--- src/rtl/rtc_bus_sequencer_if.sv ---
// Request and bus signals for rtc_bus_sequencer.
//   slave  : the sequencer side. It takes the two requester channels and ad_in,
//            and drives the latches, selector controls, strobes, read data and
//            completion/busy status.
//   master : the requester/environment side, with the directions reversed.
interface rtc_bus_sequencer_if;
  logic       req0;
  logic       wr0;
  logic [7:0] addr0;
  logic [7:0] wdata0;
  logic       req1;
  logic       wr1;
  logic [7:0] addr1;
  logic [7:0] wdata1;
  logic [7:0] ad_in;
  logic [7:0] addr_lat;
  logic [7:0] data_lat;
  logic       mux_ch0_sel;
  logic       mux_ch1_sel;
  logic       ad_oe;
  logic       cs_n;
  logic       ad_n;
  logic       wr_n;
  logic       rd_n;
  logic [7:0] rd_data;
  logic       done0;
  logic       done1;
  logic       busy;

  modport slave (
    input  req0, wr0, addr0, wdata0, req1, wr1, addr1, wdata1, ad_in,
    output addr_lat, data_lat, mux_ch0_sel, mux_ch1_sel, ad_oe, cs_n, ad_n,
           wr_n, rd_n, rd_data, done0, done1, busy
  );

  modport master (
    output req0, wr0, addr0, wdata0, req1, wr1, addr1, wdata1, ad_in,
    input  addr_lat, data_lat, mux_ch0_sel, mux_ch1_sel, ad_oe, cs_n, ad_n,
           wr_n, rd_n, rd_data, done0, done1, busy
  );
endinterface

--- src/rtl/rtc_bus_sequencer.sv ---
// Sequencer for the shared 8-bit multiplexed address/data bus to the RTC.
// It round-robin arbitrates between requester 0 (write path) and requester 1
// (read/refresh path). Each access runs as an address phase (set/strobe/hold)
// followed by a data phase (set/strobe/hold). Each of those states lasts
// PHASE_CYC cycles. A RECOVER gap of RECOV_CYC cycles follows every access.
// Ports:
//   clk   : system clock, rising edge
//   reset : asynchronous, active-high
//   bus   : rtc_bus_sequencer_if.slave, carrying the requests, ad_in, the
//           latches, the selector controls, the strobes, rd_data and done/busy
module rtc_bus_sequencer #(
  parameter int unsigned PHASE_CYC = 4,
  parameter int unsigned RECOV_CYC = 2
) (
  input logic                clk,
  input logic                reset,
  rtc_bus_sequencer_if.slave bus
);

  localparam int unsigned MAXC = (PHASE_CYC > RECOV_CYC) ? PHASE_CYC : RECOV_CYC;
  localparam int unsigned CW   = $clog2(MAXC + 1);
  typedef logic [CW-1:0] cnt_t;
  localparam cnt_t PH = cnt_t'(PHASE_CYC);
  localparam cnt_t RC = cnt_t'(RECOV_CYC);

  typedef enum logic [2:0] {
    S_IDLE, S_A_SET, S_A_STB, S_A_HOLD, S_D_SET, S_D_STB, S_D_HOLD, S_RECOVER
  } state_t;

  state_t     r_state, w_state_nxt;
  cnt_t       r_cnt, w_cnt_nxt;
  logic       r_gnt, r_last, r_wr;
  logic [7:0] r_addr, r_wdata, r_rd;

  logic w_any, w_pick1, w_last_cyc;
  logic w_cs_n, w_ad_n, w_wr_n, w_rd_n, w_oe, w_sel0, w_sel1, w_done0, w_done1;

  assign w_any      = bus.req0 | bus.req1;
  // Requester 1 wins when it is the only one asking, or when both ask and
  // requester 0 held the previous grant.
  assign w_pick1    = bus.req1 & (~bus.req0 | ~r_last);
  assign w_last_cyc = (r_cnt == cnt_t'(1));

  always_ff @(posedge clk or posedge reset) begin
    if (reset) begin
      r_state <= S_IDLE;
      r_cnt   <= '0;
    end else begin
      r_state <= w_state_nxt;
      r_cnt   <= w_cnt_nxt;
    end
  end

  always_comb begin
    w_state_nxt = r_state;
    w_cnt_nxt   = r_cnt;
    if (r_state != S_IDLE) w_cnt_nxt = r_cnt - cnt_t'(1);
    case (r_state)
      S_IDLE:    if (w_any)      begin w_state_nxt = S_A_SET;   w_cnt_nxt = PH; end
      S_A_SET:   if (w_last_cyc) begin w_state_nxt = S_A_STB;   w_cnt_nxt = PH; end
      S_A_STB:   if (w_last_cyc) begin w_state_nxt = S_A_HOLD;  w_cnt_nxt = PH; end
      S_A_HOLD:  if (w_last_cyc) begin w_state_nxt = S_D_SET;   w_cnt_nxt = PH; end
      S_D_SET:   if (w_last_cyc) begin w_state_nxt = S_D_STB;   w_cnt_nxt = PH; end
      S_D_STB:   if (w_last_cyc) begin w_state_nxt = S_D_HOLD;  w_cnt_nxt = PH; end
      S_D_HOLD:  if (w_last_cyc) begin w_state_nxt = S_RECOVER; w_cnt_nxt = RC; end
      S_RECOVER: if (w_last_cyc) begin w_state_nxt = S_IDLE; end
      default:   w_state_nxt = S_IDLE;
    endcase

    w_cs_n  = 1'b1;
    w_ad_n  = 1'b1;
    w_wr_n  = 1'b1;
    w_rd_n  = 1'b1;
    w_oe    = 1'b0;
    w_sel0  = 1'b0;
    w_sel1  = 1'b0;
    w_done0 = 1'b0;
    w_done1 = 1'b0;
    case (r_state)
      S_A_SET, S_A_STB, S_A_HOLD: begin
        w_cs_n = 1'b0;
        w_ad_n = 1'b0;
        w_oe   = 1'b1;
        w_sel0 = 1'b1;
        w_wr_n = (r_state != S_A_STB);
      end
      S_D_SET, S_D_STB, S_D_HOLD: begin
        w_cs_n = 1'b0;
        w_oe   = r_wr;
        if (r_state == S_D_STB) begin
          w_wr_n = ~r_wr;
          w_rd_n = r_wr;
        end
      end
      S_RECOVER: begin
        // The counter is reloaded on entry, so RC marks the first RECOVER cycle.
        if (r_cnt == RC) begin
          w_done0 = ~r_gnt;
          w_done1 = r_gnt;
        end
      end
      default: ;
    endcase
  end

  always_ff @(posedge clk or posedge reset) begin
    if (reset) begin
      r_gnt   <= 1'b0;
      r_last  <= 1'b1;
      r_wr    <= 1'b0;
      r_addr  <= '0;
      r_wdata <= '0;
      r_rd    <= '0;
    end else begin
      if (r_state == S_IDLE && w_any) begin
        r_gnt   <= w_pick1;
        r_last  <= w_pick1;
        r_wr    <= w_pick1 ? bus.wr1    : bus.wr0;
        r_addr  <= w_pick1 ? bus.addr1  : bus.addr0;
        r_wdata <= w_pick1 ? bus.wdata1 : bus.wdata0;
      end
      if (r_state == S_D_STB && w_last_cyc && !r_wr) r_rd <= bus.ad_in;
    end
  end

  assign bus.addr_lat    = r_addr;
  assign bus.data_lat    = r_wdata;
  assign bus.rd_data     = r_rd;
  assign bus.mux_ch0_sel = w_sel0;
  assign bus.mux_ch1_sel = w_sel1;
  assign bus.ad_oe       = w_oe;
  assign bus.cs_n        = w_cs_n;
  assign bus.ad_n        = w_ad_n;
  assign bus.wr_n        = w_wr_n;
  assign bus.rd_n        = w_rd_n;
  assign bus.done0       = w_done0;
  assign bus.done1       = w_done1;
  assign bus.busy        = (r_state != S_IDLE);

endmodule

--- src/flat_wrapper.sv ---
// flat-port wrapper written by rule: the top's interface ports become plain ports
module rtc_bus_sequencer_flat 
#(
  parameter int unsigned PHASE_CYC = 4,
  parameter int unsigned RECOV_CYC = 2
)
  (clk, reset, bus_req0, bus_wr0, bus_addr0, bus_wdata0, bus_req1, bus_wr1, bus_addr1, bus_wdata1, bus_ad_in, bus_addr_lat, bus_data_lat, bus_mux_ch0_sel, bus_mux_ch1_sel, bus_ad_oe, bus_cs_n, bus_ad_n, bus_wr_n, bus_rd_n, bus_rd_data, bus_done0, bus_done1, bus_busy);
  rtc_bus_sequencer_if bus_i ();
  input logic clk;
  input logic reset;
  input wire logic [$bits(bus_i.req0)-1:0] bus_req0;
  input wire logic [$bits(bus_i.wr0)-1:0] bus_wr0;
  input wire logic [$bits(bus_i.addr0)-1:0] bus_addr0;
  input wire logic [$bits(bus_i.wdata0)-1:0] bus_wdata0;
  input wire logic [$bits(bus_i.req1)-1:0] bus_req1;
  input wire logic [$bits(bus_i.wr1)-1:0] bus_wr1;
  input wire logic [$bits(bus_i.addr1)-1:0] bus_addr1;
  input wire logic [$bits(bus_i.wdata1)-1:0] bus_wdata1;
  input wire logic [$bits(bus_i.ad_in)-1:0] bus_ad_in;
  output wire logic [$bits(bus_i.addr_lat)-1:0] bus_addr_lat;
  output wire logic [$bits(bus_i.data_lat)-1:0] bus_data_lat;
  output wire logic [$bits(bus_i.mux_ch0_sel)-1:0] bus_mux_ch0_sel;
  output wire logic [$bits(bus_i.mux_ch1_sel)-1:0] bus_mux_ch1_sel;
  output wire logic [$bits(bus_i.ad_oe)-1:0] bus_ad_oe;
  output wire logic [$bits(bus_i.cs_n)-1:0] bus_cs_n;
  output wire logic [$bits(bus_i.ad_n)-1:0] bus_ad_n;
  output wire logic [$bits(bus_i.wr_n)-1:0] bus_wr_n;
  output wire logic [$bits(bus_i.rd_n)-1:0] bus_rd_n;
  output wire logic [$bits(bus_i.rd_data)-1:0] bus_rd_data;
  output wire logic [$bits(bus_i.done0)-1:0] bus_done0;
  output wire logic [$bits(bus_i.done1)-1:0] bus_done1;
  output wire logic [$bits(bus_i.busy)-1:0] bus_busy;
  assign bus_i.req0 = bus_req0;
  assign bus_i.wr0 = bus_wr0;
  assign bus_i.addr0 = bus_addr0;
  assign bus_i.wdata0 = bus_wdata0;
  assign bus_i.req1 = bus_req1;
  assign bus_i.wr1 = bus_wr1;
  assign bus_i.addr1 = bus_addr1;
  assign bus_i.wdata1 = bus_wdata1;
  assign bus_i.ad_in = bus_ad_in;
  assign bus_addr_lat = bus_i.addr_lat;
  assign bus_data_lat = bus_i.data_lat;
  assign bus_mux_ch0_sel = bus_i.mux_ch0_sel;
  assign bus_mux_ch1_sel = bus_i.mux_ch1_sel;
  assign bus_ad_oe = bus_i.ad_oe;
  assign bus_cs_n = bus_i.cs_n;
  assign bus_ad_n = bus_i.ad_n;
  assign bus_wr_n = bus_i.wr_n;
  assign bus_rd_n = bus_i.rd_n;
  assign bus_rd_data = bus_i.rd_data;
  assign bus_done0 = bus_i.done0;
  assign bus_done1 = bus_i.done1;
  assign bus_busy = bus_i.busy;
  rtc_bus_sequencer #(.PHASE_CYC(PHASE_CYC), .RECOV_CYC(RECOV_CYC)) u_core (.clk(clk), .reset(reset), .bus(bus_i));
endmodule
--- config.mk ---
export PLATFORM = sky130hd
export DESIGN_NAME = rtc_bus_sequencer_flat
export DESIGN_NICKNAME = d
export VERILOG_FILES = /design/src/rtl/rtc_bus_sequencer_if.sv /design/src/rtl/rtc_bus_sequencer.sv /design/src/flat_wrapper.sv
export SDC_FILE = /design/constraint.sdc
export NUM_CORES = 1
export LEC_CHECK = 0
export BUFFER_PORTS_ARGS = -buffer_cell sky130_fd_sc_hd__buf_2
export CAP_MARGIN = 20
export CORE_MARGIN = 2
export CORE_UTILIZATION = 42
export DETAILED_ROUTE_END_ITERATION = 7
export PLACE_DENSITY = 0.76
export SKIP_LAST_GASP = 1
export SYNTH_ARGS = -nofsm -noshare
export SYNTH_HDL_FRONTEND = slang
export SYNTH_SLANG_ARGS = --single-unit
--- constraint.sdc ---
create_clock -name clk -period 1.85 [get_ports clk]
set_input_delay 0.0925 -clock clk [delete_from_list [all_inputs] [get_ports clk]]
set_output_delay 0.0925 -clock clk [all_outputs]
set_load 0.005 [all_outputs]
==> results.yml <==
power_and_ir_drop:
  p_per_area_nw_per_um2: 1530
  switching_power_mw: 1.24
  p_seq_share_pct: 36.9
  p_comb_share_pct: 43.7
  internal_power_mw: 2.35
  leakagePower_nw: 1.18
  ir_drop_uv: 647
  total_power_mw: 3.58
  p_sw_share_pct: 34.5
  p_clk_share_pct: 19.4
die:
  die-area_um2: 4600
  start_util_pct: 43.1
  io_pins: 80
  die_y_um: 67.8
  core_um2: 3970
  die_x_um: 67.8
  core.rowCount: 23
grt:
  antenna_found_initial: 0
  track_usage_pct: 17.8
  grt_util_met3_pct: 5.26
  gr-usage-met1_pct: 22.4
  grt-ovfl-total: 0
  grt_pass1_wl_um: 6110
  grt_max_degree: 34
  grt.busiest_layer: "met2"
  grt_use_met2_pct: 29.7
  grt_pass1_vias: 1391
setup_path:
  worstSetupPathType: "register to register"
  slowest_delay_ns: 0.63
  crit_cells: 5
  endpoint_kind: "register"
  worstPathRequired_ns: 2.01
  worstSetupStartpointType: "register"
  slowest_stage: "or4_4"
  path_buf_inv: 1
  crit_fanout: 8
  worstPathCellList: "inv_2, ha_4, nand2b_4, or4_4, mux2_4"
  arrival_ns: 1.94
  critPathTopFamily: "simple AND/OR/NAND/NOR gates"
  ff2ff_path_depth: 5
logic_synthesis:
  syn-cell-area_um2: 1710
  syn_nets: 210
  synth.distinct_cells: 38
  ys_ff_latch: 33
  ys.warnings.count: 0
  synth_edf_count: 0
  postSynth.asyncResetShare_pct: 100
  syn-mean-instance-area_um2: 10.6
  synthFlopType: "dfrtp_1"
  ys_seq_area_share_pct: 48.3
  postSynthCellCount: 161
cts:
  clkSinkCount: 33
  cts_setup_buffers: 0
  clock_latency_ns: 0.28
  cts_made_buffers: 5
  cts_tree: "built"
  clockBufferDepth: 2
  cts_root_buf: "clkbuf_8"
  ctsHtreeMaxLevel: 2
  path_clk_slew_ns: 0.07
worst_hold_path:
  min_path_cells: 2
  worst_hold_path_type: "primary input to register"
layout:
  final_cells: 299
  num-nets-final: 297
  multi_input_area_um2: 816
  final_cell_mix: "78 x buf_2, 34 x o21ai_0, 32 x dfrtp_1, 18 x mux2i_1, 13 x buf_4"
  final_area_um2: 2340
  final_common_cell: "buf_2"
  area_delta_synth_final_pct: 36.8
  fillers: 359
  regArea_um2: 827
  antenna_cells: 0
  drive_gt1_share_pct: 46.2
sta:
  finalSetupViolations: 0
  min_period_ns: 1.78
  rsz0062_at_grt: "false"
  tns_ns: 0
  finalHoldViolCount: 0
  fmax_mhz: 562
  finClkSkew_ns: 0.00817
  period_share_pct: 96.2
  slew_viol_final: 0
routing:
  post_drt_wl_per_cell_um: 12.9
  routed_wl_um: 3860
  drt-pass1-iter-count: 4
  drtIter0Drc: 101
  ant_nets: 0
  remaining_drc_errors: 0
  num_vias: 1522
  via_per_inst: 5.09
placed_design:
  gp_congestion: 0.904
  placed_cell_area_um2: 2200
  dp_hpwl_um: 2900
  placed_cells: 290
  numPortBuffers: 78
run:
  cap_violations: 0
outcome:
  status: "finished, final reports clean"
-- layout make-up --
type | count | share of cell area [%]
clock buffers | 7 | 3.69
multi-input cells | 110 | 34.8
inverters | 6 | 0.962
well taps | 50 | 2.67
repair buffers | 92 | 21.3
clock inverters | 1 | 1.28
flip-flops and latches | 33 | 35.3
-- repair_timing --
item | 4_1_cts | 5_1_grt
hold buffers | 1 | 0
gates resized for setup | 0 | 3
endpoints found under the setup margin | 0 | 8
endpoints found under the hold margin | 32 | 0
-- sequential cells by signal (all words and copies together) (netlist names) --
register and flops:
u_core.bus.addr_lat 8, u_core.bus.data_lat 8, u_core.bus.rd_data 8, u_core.r_cnt 3
u_core.r_state 3, u_core.r_gnt 1, u_core.r_last 1, u_core.r_wr 1
-- cells in the mapped netlist (3+ instances only) --
library cell | number | area share, %
nor2_1 | 6 | 1.3
nand3_1 | 4 | 1.2
mux2_4 | 8 | 7.0
nor4_1 | 3 | 1.1
a21oi_1 | 4 | 1.2
mux2i_1 | 18 | 11
clkbuf_1 | 6 | 1.3
dfrtp_1 | 32 | 47
nand2_1 | 7 | 1.5
ha_1 | 3 | 2.2
o21ai_0 | 34 | 9.9
inv_1 | 6 | 1.3
-- metal layers --
layer,vias to the layer above,wire length [um]
li1,745,-
met1,709,1670
met2,64,1910
met3,4,252
met4,0,23
met5,-,0
-- path summary, 6_finish.rpt --
check	start	to	slack, ns
min in group asynchronous	reset	u_core.bus.data_lat[5]	0.44
min reg2reg	u_core.bus.rd_data[6]	u_core.bus.rd_data[6]	0.50
min	bus_req0	u_core.r_last	0.04
max	u_core.r_cnt[1]	u_core.bus.rd_data[1]	0.07
max reg2reg	u_core.r_cnt[1]	u_core.bus.rd_data[1]	0.07
max in group asynchronous	reset	u_core.r_last	1.08
-- power by group through the flow --
stage / Combinational (mW) / Sequential, mW / Clock (mW)
3_3_place_gp: 1.50 / 1.32 / 0
3_5_place_dp: 1.55 / 1.32 / 0
4_1_cts: 1.56 / 1.32 / 0.706
6_report: 1.56 / 1.32 / 0.695
5_1_grt: 1.77 / 1.38 / 0.737
2_1_floorplan: 0.903 / 1.31 / 0
-- metrics by stage --
| stage | setup slack [ns] | hold WS (ns) | utilization [%] |
|---|---|---|---|
| floorplan | 0.0830 | 0.155 | - |
| global placement | 0.0884 | 0.200 | 55.5 |
| detailed placement | 0.0558 | 0.208 | 55.5 |
| CTS | 0.0446 | 0.0355 | 58.7 |
| global route | 0.0191 | 0.0325 | 59.0 |
| finish | 0.0704 | 0.0429 | 59.0 |
-- cells by family (layout without fill, tap and decap cells) --
kind of cell / after synthesis / in the layout / synth area share (%)
mux: 26 / 26 / 17.5
buf+inv: 18 / 106 / 4.97
simple gates: 26 / 26 / 8.33
xor+xnor: 2 / 2 / 1.02
compound gates: 52 / 52 / 17.4
other cells: 1 / 1 / 0.219
flops: 33 / 33 / 48.3
fa+ha+maj: 3 / 3 / 2.19
-- worst reg2reg max path: stages (launching register included) --
cell,delay [ns]
dfrtp_1,0.41
inv_2,0.09
ha_4,0.15
nand2b_4,0.05
or4_4,0.63
mux2_4,0.34
Note: power is estimated with default switching activity, not from simulation.
